`config.mk`:
```
export PLATFORM = sky130hd
export DESIGN_NAME = irq_ctrl
export DESIGN_NICKNAME = d
export VERILOG_FILES = /design/src/rtl/irq_ctrl.sv
export SDC_FILE = /design/constraint.sdc
export NUM_CORES = 1
export LEC_CHECK = 0
export CAP_MARGIN = 15
export CORE_MARGIN = 8
export CORE_UTILIZATION = 33
export DETAILED_ROUTE_END_ITERATION = 10
export PLACE_DENSITY_LB_ADDON = 0.3
export REMOVE_ABC_BUFFERS = 1
export SETUP_SLACK_MARGIN = 0.15
export SLEW_MARGIN = 15
export SYNTH_ARGS = -nofsm -noshare
export SYNTH_HDL_FRONTEND = slang
export SYNTH_SLANG_ARGS = --single-unit
```
`constraint.sdc`:
```
create_clock -name clk -period 3.98 [get_ports clk]
set_input_delay 1.194 -clock clk [delete_from_list [all_inputs] [get_ports clk]]
set_output_delay 1.194 -clock clk [all_outputs]
set_load 0.005 [all_outputs]
```
`src/rtl/irq_ctrl.sv`:
```
// irq_ctrl: fixed-priority interrupt controller with EPC/Cause capture and vectoring (IRQ_EDGE_EN selects edge-triggered pending).
module irq_ctrl #(
    parameter int                NUM_IRQ     = 4,
    parameter int                XLEN        = 32,
    parameter logic [XLEN-1:0]   VECTOR_BASE = 32'h0000_0100
) (
    input  logic                 clk,
    input  logic                 rst,
    input  logic [NUM_IRQ-1:0]   irq,
    input  logic [NUM_IRQ-1:0]   irq_mask,
    input  logic                 global_en,
    input  logic                 Stall_F,
    input  logic                 PCSrc_E,
    input  logic [XLEN-1:0]      PCTarget_E,
    input  logic [XLEN-1:0]      PC_D,
    input  logic                 Valid_D,
    input  logic [XLEN-1:0]      PC_F,
    input  logic                 mret_E,
    output logic                 interrupt,
    output logic [XLEN-1:0]      IntVector,
    output logic [XLEN-1:0]      EPC,
    output logic [3:0]           Cause,
    output logic [NUM_IRQ-1:0]   irq_ack,
    output logic                 in_isr
);
    typedef enum logic [1:0] {IDLE, ISR, RET} state_t;
    state_t state, state_nx;
    logic [NUM_IRQ-1:0] pend;
    logic [3:0] sel;
    logic take;
    logic [XLEN-1:0] resume;
`ifdef IRQ_EDGE_EN
    logic [NUM_IRQ-1:0] irq_q, pending;
    // latch rising edges; a fresh edge in the ack cycle beats the clear
    always_ff @(posedge clk) begin
        if (rst) begin
            irq_q   <= '0;
            pending <= '0;
        end else begin
            irq_q   <= irq;
            pending <= (pending & ~irq_ack) | (irq & ~irq_q);
        end
    end
    assign pend = pending & irq_mask;
`else
    assign pend = irq & irq_mask;
`endif
    // lowest set index wins
    always_comb begin
        sel = '0;
        for (int i = NUM_IRQ - 1; i >= 0; i--)
            if (pend[i]) sel = 4'(i);
    end
    assign take   = (state == IDLE) & ~rst & (|pend) & global_en & ~Stall_F & ~mret_E;
    assign resume = PCSrc_E ? PCTarget_E : (Valid_D ? PC_D : PC_F);
    // next state and strobes
    always_comb begin
        state_nx  = state;
        if (take) state_nx = ISR;
        else if (state == ISR && mret_E) state_nx = RET;
        else if (state == RET) state_nx = IDLE;
        interrupt = take;
        IntVector = take ? VECTOR_BASE + (XLEN'(sel) << 2) : VECTOR_BASE;
        irq_ack   = take ? NUM_IRQ'(1) << sel : '0;
        in_isr    = (state == ISR);
    end
    // state, resume PC and cause registers
    always_ff @(posedge clk) begin
        if (rst) begin
            state <= IDLE;
            EPC   <= '0;
            Cause <= '0;
        end else begin
            state <= state_nx;
            if (take) begin
                Cause <= sel;
                EPC   <= resume;
            end
        end
    end
endmodule
```
---- After elaboration in Yosys (flattened, before gate mapping) ----
Index checks and enable logic that the tools add are counted.
operators by class
  add/subtract/negate cells ............... 1
  equal/unequal tests ..................... 2
  shifts and indexed selects .............. 1
  mux-type cells .......................... 11
  bitwise logic cells ..................... 9
  reduce and logical (&&, ||, !) cells .... 6
operators by type and width
  kind                  number
  $mux 32               2
  $mux 4                3
  $add 9x6->10 const A  1
  $mux 10               1
  $mux 2                4
  $and 1x1->1           5
  $and 4x4->4           1
  $reduce_or 4->1       1
  $shl 1x4->4 const A   1
  $not 1->1             3
  $reduce_bool 3->1     1
  $eq 2x1->1 const B    1
  $eq 2x2->1 const B    1
  $logic_not 2->1       1
  $reduce_bool 2->1     1
  $reduce_or 2->1       1
  $logic_and 1x1->1     1
  $mux 1                1
word-level totals
  register bits ........................... 38
  input port bits ......................... 111
  output and inout port bits .............. 74

---- Longest topological paths before layout ----
Gate-level depths: netlist of run 1.
  depth in word-level cells ............... 7
  depth in mapped cells ................... 6

---- Least setup slack after synthesis of run 1 ----
OpenSTA, ideal clock, no wires.
  kind .................................... in2out
  from .................................... in Stall_F
  to ...................................... out irq_ack[2]
  arrival time ............................ 2.615 ns
  required time ........................... 2.786 ns
  slack ................................... 0.171 ns
  stages on the path ...................... 4
  path through ............................ or4b_1 > or3_4 > or3b_4 > a21oi_1
between the ends
  word-level cells in the longest chain between the ends .. 4
RTL lines
  item                      RTL line  RTL
  from (decl)               12        input logic Stall_F,
  $not 1->1                 54        assign take = (state == IDLE) & ~rst & (|pend) & global_en & ~Stall_F & ~mret_E;
  $and 1x1->1 (2 in a row)  54
  $mux 4                    64        irq_ack = take ? NUM_IRQ'(1) << sel : '0;
  to (decl)                 23        output logic [NUM_IRQ-1:0] irq_ack,
Every way passes these cells.

---- Final worst setup path of run 1 ----
Same ends and word-level chain as after synthesis.

==> results of run 1 <==
[worst register-to-register path, cell delays in order, from the launching register on]
cell	delay (ns)
dfxtp_1	0.33
or4b_4	0.54
buf_4	0.14
a2111o_2	0.39
buf_4	0.32
mux2i_1	0.26
nor2_1	0.05
[stage by stage]
stage / cells / cell area (µm²)
floorplan: 255 / 2050
CTS: 505 / 3810
finish: 506 / 3830
detailed placement: 494 / 3710
global route: 506 / 3830
global placement: 494 / 3710
[Yosys cell counts (all sizes together)]
master  instances
mux2i          64
nor2           37
buf            36
dfxtp          36
nand2          35
o21ai          35
clkbuf         15
a21oi           2
a22oi           2
and2b           2
conb            2
inv             2
a2111o          1
a32o            1
nand2b          1
nand3b          1
nor3            1
or3             1
or3b            1
or4b            1
[state kept, by name, indices dropped and copies added, names as in the netlist]
register  count
EPC          32
Cause         2
state         2
[path summary, 6_finish.rpt]
kind                                         endpoint  slack [ns]  cells after the start
worst min register to register  Cause[1]$_SDFFE_PP0P_        0.48                      2
worst max register to register   EPC[27]$_SDFFE_PP0P_        1.82                      6
worst min-delay path            Cause[1]$_SDFFE_PP0P_        0.48                      2
worst max-delay path                       irq_ack[2]       -0.09                      7
[layer usage]
metal | track usage | up-vias | wire length, µm | share of wire
met5 | 0 | - | 0 | 0
met4 | 0.0390 | 0 | 56 | 0.0077
met3 | 0.0648 | 5 | 814 | 0.11
met2 | 0.258 | 115 | 3560 | 0.49
met1 | 0.148 | 1007 | 2870 | 0.39
li1 | - | 1163 | - | -
[kinds of logic (layout without fill, tap and decap cells)]
logic type      Yosys count  in the layout
flops                    36             36
simple gates             80             80
mux                      64             64
other cells               2             32
buf+inv                  53            173
compound gates           41             41
[layout make-up]
cell class,count,area [µm²]
Timing Repair Buffer,163,1570
Fill cell,624,2890
Clock buffer,8,90.1
Sequential cell,36,721
Inverter,2,7.51
Tap cell,80,100
Multi-Input combinational cell,217,1350
[power groups by stage]
stage	Sequential, W	Combinational [W]	Clock [W]
CTS	0.000370	0.000225	0.000272
floorplan	0.000378	0.0000652	0
finish	0.000370	0.000226	0.000258
global route	0.000371	0.000248	0.000290
global placement	0.000378	0.000220	0
detailed placement	0.000378	0.000223	0
[repair_timing]
item	in CTS	in global routing
setup endpoints to repair	7	5
gates resized for setup	43	5
pin swaps	3	4
setup buffers	3	1
==> out/qor.txt, run 1 <==
Run status -> complete, but fails checks
Failing checks -> negative setup slack
Worst slew margin -> 0.371
Most common cell after layout, fill and taps aside -> clkdlybuf4s50_1
Largest family of logic cells by synthesized area -> multiplexers
Number of max-cap violations -> 0
CTS tree -> yes
Crit path launch type -> input port
Initial antenna violation count -> 0
Final worst-path setup slack -> -0.0933 ns
Synth Area in Simple Gates -> 0.149
Area Growth Syn to Fin -> 68.9%
CP arrival -> 2.88 ns
All-Layer GR Usage -> 0.144
Netlist cell types -> 22
Clock skew -> 0.00421 ns
Global-route wire length before repair -> 11600 µm
Core area -> 0.00672 mm²
WL/cell -> 14.4 µm
Clock tree buffer depth -> 2
Layout cell share with drive strength beyond 1 -> 0.0986
Final Hold Vio Count -> 0
Hold-fix buffer count after cts -> 0
Reg2reg start -> state[1]$_SDFFE_PP0P_
Register bit total from synthesis -> 36
Clock sink count -> 36
CP cell instances -> buf_6 -> or4b_4 -> or3_4 -> or3b_4 -> buf_6 -> a21oi_2 -> buf_2
GR Overflow Total -> 0
Kind of end point of the critical path -> output pin
Critical setup path kind -> in -> out
Complex-gate fraction of the synthesized area -> 0.0976
P_leak -> 1.82 nW
P_int -> 0.000653 W
Worst EP required -> 2.79 ns
Comb pwr share -> 0.264
Reg clk slew, reported paths -> 0.06 ns
Worst setup startpoint -> Stall_F
Post-route ant nets -> 0
Final Core Density -> 0.570
Post-synth top area share -> 0.318
XOR/XNOR Fraction of Synth Area -> 0
Mean Syn Cell Area -> 8.22 µm²
Setup TNS -> -0.179 ns
Post-Synth Adder-Cell Area -> 0
DRC errors left -> 0
Largest net degree at the start of global routing -> 65
DRT iter0 DRCs -> 42
Total die area -> 0.00978 mm²
Switching Share -> 0.234
CP bufs+invs -> 3
IO buf count -> 152
Most frequent cells in the layout -> clkdlybuf4s50_1, mux2i_1, dfxtp_1, nor2_1
CTS Root Cell -> clkbuf_8
Hold/Removal Path Class -> reg -> reg
Vias in the first global route -> 2362
Post-Synthesis Cells -> 276
Detailed placer's ending HPWL -> 5920 µm
Diode count -> 0
TritonRoute pass-1 iters -> 4
Period minus WS final -> 4.07 ns
Setup violators final -> 3
Sequential fraction of the synthesis area -> 0.318
Ports -> 185
Worst path top cell family by delay -> simple AND/OR/NAND/NOR gates
Vias per cell -> 4.53
Chip height -> 98.9 µm
Hold Startpoint -> Cause[1]$_SDFFE_PP0P_
Peak supply drop -> 0.109 mV
Synth warn -> 0
Count of final max-slew check failures -> 0
H-tree Lvls -> 2
Seq pwr share -> 0.434
Power Density -> 223 mW/mm²
Tot Pwr -> 0.000853 W
Die width -> 98.9 µm
Ranking of synthesized cells by area -> dfxtp_1, mux2i_1, buf_4
Unrepaired setup endpoints after global routing -> true
Vias -> 2290
Hold Slack -> 0.483 ns
NumNets Final -> 536
Most common cell on crit path -> buf_6
CTS Buf Count -> 5
Starting density of the core -> 0.338
Post-Syn Area -> 0.00227 mm²
WL final -> 7300 µm
Area leader, netlist -> dfxtp_1
Worst-Margin Slew -> 0.944 ns
Post-synthesis mux area share -> 0.282
Switch Pwr -> 0.000200 W
Power share of the clock group -> 0.302
Fin crit share -> 1.02
GPL Wtd Cong -> 0.794
CP Max Fanout -> 3
Row cnt -> 30
Max frequency -> 245 MHz
Slowest library cell on the worst path -> or4b_4
Worst slack, placed -> -0.773 ns
Worst skew pair latency -> 0.28 ns
CP peak stage delay -> 0.51 ns
Power figures use the tool's default switching activity.
==> inputs of run 2 (changes only) <==
--- a/config.mk
+++ b/config.mk
@@ -5,9 +5,10 @@
 export SDC_FILE = /design/constraint.sdc
 export NUM_CORES = 1
 export LEC_CHECK = 0
+export ABC_AREA = 1
 export CAP_MARGIN = 15
-export CORE_MARGIN = 8
-export CORE_UTILIZATION = 33
+export CORE_MARGIN = 2
+export CORE_UTILIZATION = 34
 export DETAILED_ROUTE_END_ITERATION = 10
 export PLACE_DENSITY_LB_ADDON = 0.3
 export REMOVE_ABC_BUFFERS = 1
==> out/qor.txt, run 2 <==
Largest reg by FF count -> EPC
Reg2reg start -> state[1]$_SDFFE_PP0P_
Worst-Margin Slew -> 0.912 ns
Vias in the first global route -> 2390
Setup TNS -> 0 ns
Levels on crit path -> 8
Tot Pwr -> 0.000845 W
Row cnt -> 30
Number of max-cap violations -> 0
DRC errors left -> 0
P_leak -> 1.71 nW
Seq pwr share -> 0.445
Sequential fraction of the synthesis area -> 0.309
TritonRoute pass-1 iters -> 4
Most common cell after layout, fill and taps aside -> clkdlybuf4s50_1
Die width -> 86.9 µm
DRT iter0 DRCs -> 68
CP bufs+invs -> 4
Diode count -> 0
Cells on worst reg2reg path -> 8
Core area -> 0.00672 mm²
Hold endpoint -> Cause[1]$_SDFFE_PP0P_
Commonest cells in the netlist -> nand2_1, nor2_1, dfxtp_1
Dpl cells -> 609
Ranking of synthesized cells by area -> dfxtp_1, nand2_1, nor2_1
Worst path top cell family by delay -> buffers and inverters
Most frequent cells in the layout -> clkdlybuf4s50_1, nand2_1, nor2_1
Detailed placer's ending HPWL -> 4880 µm
Worst skew pair latency -> 0.27 ns
CTS tree -> yes
Post-synth EDFFs -> 0
Hold/Removal Path Class -> reg -> reg
CP peak stage delay -> 0.43 ns
Kind of end point of the critical path -> output pin
Clock tree buffer depth -> 2
Run status -> complete, no violations
Ports -> 185
CP cell instances -> clkdlybuf4s50_1 -> nor2_2 -> buf_4 -> nand3_1 -> nor2_4 -> nand2_1 -> inv_1 -> dlygate4sd2_1
Netlist cell types -> 17
Period minus WS final -> 3.67 ns
Clock sink count -> 36
Hold Startpoint -> Cause[1]$_SDFFE_PP0P_
Chip height -> 86.9 µm
Worst slack, placed -> 0.0180 ns
P_int -> 0.000633 W
Power share of the clock group -> 0.263
Crit path launch type -> input port
Register area -> 721 µm²
All-Layer GR Usage -> 0.164
Critical setup path kind -> in -> out
Power Density -> 219 mW/mm²
WHS Path Cells -> 2
Hold-fix buffer count after cts -> 0
WL final -> 6500 µm
Synth warn -> 0
Vias per cell -> 4.43
Total die area -> 0.00755 mm²
Final worst-path setup slack -> 0.309 ns
Switch Pwr -> 0.000212 W
Peak supply drop -> 0.111 mV
Layout cell share with drive strength beyond 1 -> 0.0465
Clock skew -> 0.00175 ns
Final Core Density -> 0.575
CTS Root Cell -> clkbuf_8
Post-route ant nets -> 0
Max reg flops -> 32
Comb pwr share -> 0.293
NumNets Final -> 651
Area leader, netlist -> dfxtp_1
Max frequency -> 272 MHz
Fin crit share -> 0.922
Initial antenna violation count -> 0
GR Overflow Total -> 0
IO buf count -> 152
Reg clk slew, reported paths -> 0.06 ns
Final Hold Vio Count -> 0
Post-Synthesis Cells -> 397
CTS Buf Count -> 5
Worst slew margin -> 0.391
WL/cell -> 10.5 µm
Unrepaired setup endpoints after global routing -> false
Worst EP required -> 2.79 ns
Register bit total from synthesis -> 36
H-tree Lvls -> 2
Fraction of registers with async set/reset -> 0
Top-count cell post-synth -> nand2_1
CP Max Fanout -> 3
Global-route wire length before repair -> 10000 µm
Synth Flop Type -> dfxtp_1
GPL Wtd Cong -> 0.804
Switching Share -> 0.251
Fin cells -> 618
Post-synth top area share -> 0.309
Area Growth Syn to Fin -> 65.4%
Post-Syn Area -> 0.00233 mm²
Area of the multi-input gates -> 0.00134 mm²
Starting density of the core -> 0.347
Count of final max-slew check failures -> 0
Slowest library cell on the worst path -> clkdlybuf4s50_1
Vias -> 2735
Mean Syn Cell Area -> 5.88 µm²
Setup violators final -> 0
Largest net degree at the start of global routing -> 65
Largest regs -> EPC (32), Cause (2), state (2)
CP arrival -> 2.48 ns
R2R Setup Slk -> 2.46 ns
Layout fillers -> 677
R2r endpoint -> EPC[25]$_SDFFE_PP0P_
[run 2: cell type report]
class | instances | share of cell area
Multi-Input combinational cell | 324 | 0.347
Sequential cell | 36 | 0.187
Inverter | 12 | 0.0117
Clock buffer | 5 | 0.0178
Timing Repair Buffer | 161 | 0.411
Tap cell | 80 | 0.0259
[run 2: how the worst max path moves through the flow]
stage / start / slack, ns / end
after floorplan: rst / -0.19 / IntVector[2]
after global placement: rst / 0.08 / irq_ack[2]
after detailed placement: rst / 0.02 / irq_ack[2]
after CTS: rst / 0.16 / IntVector[3]
after global routing: irq[3] / 0.20 / irq_ack[3]
final: Stall_F / 0.31 / IntVector[2]
[run 2: tightest hold or removal path, delay by kind of cell, from the launching register on]
family,cells,cell delay (ns)
compound gates,1,0.05
flops,1,0.31
simple gates,1,0.06
[run 2: what timing repair did]
action | 4_1_cts | 5_1_grt
pin swaps | 5 | 1
resized for setup | 12 | 5
setup endpoints to repair | 7 | 3
setup buffers | 2 | 2
[run 2: power groups by stage]
stage	Sequential [W]	Clock (W)	Combinational (W)
3_5_place_dp	0.000384	0	0.000244
2_1_floorplan	0.000385	0	0.0000883
5_1_grt	0.000377	0.000250	0.000275
3_3_place_gp	0.000383	0	0.000242
4_1_cts	0.000376	0.000233	0.000247
6_report	0.000376	0.000222	0.000247
[run 2: kinds of logic (layout without fill, tap and decap cells)]
family                 after synthesis  after routing  synth area share
buffers and inverters               67            178             0.178
and+or+nand+nor                    255            255             0.429
other                                2             32           0.00322
AOI/OAI and AO/OA                   37             37            0.0804
DFF                                 36             36             0.309
[run 2: through the flow]
stage | hold WS, ns | cell area (µm²)
global placement | 0.456 | 3740
global route | 0.494 | 3860
detailed placement | 0.460 | 3740
CTS | 0.469 | 3830
floorplan | 0.450 | 2080
finish | 0.464 | 3860
[run 2: metal layers]
layer / part of all wire / wire length, µm / vias up / global-route usage
met2: 0.49 / 3170 / 118 / 0.316
li1: - / - / 1447 / -
met3: 0.10 / 658 / 4 / 0.0550
met5: 0 / 0 / - / 0
met4: 0.0088 / 57 / 0 / 0.0497
met1: 0.40 / 2620 / 1166 / 0.165
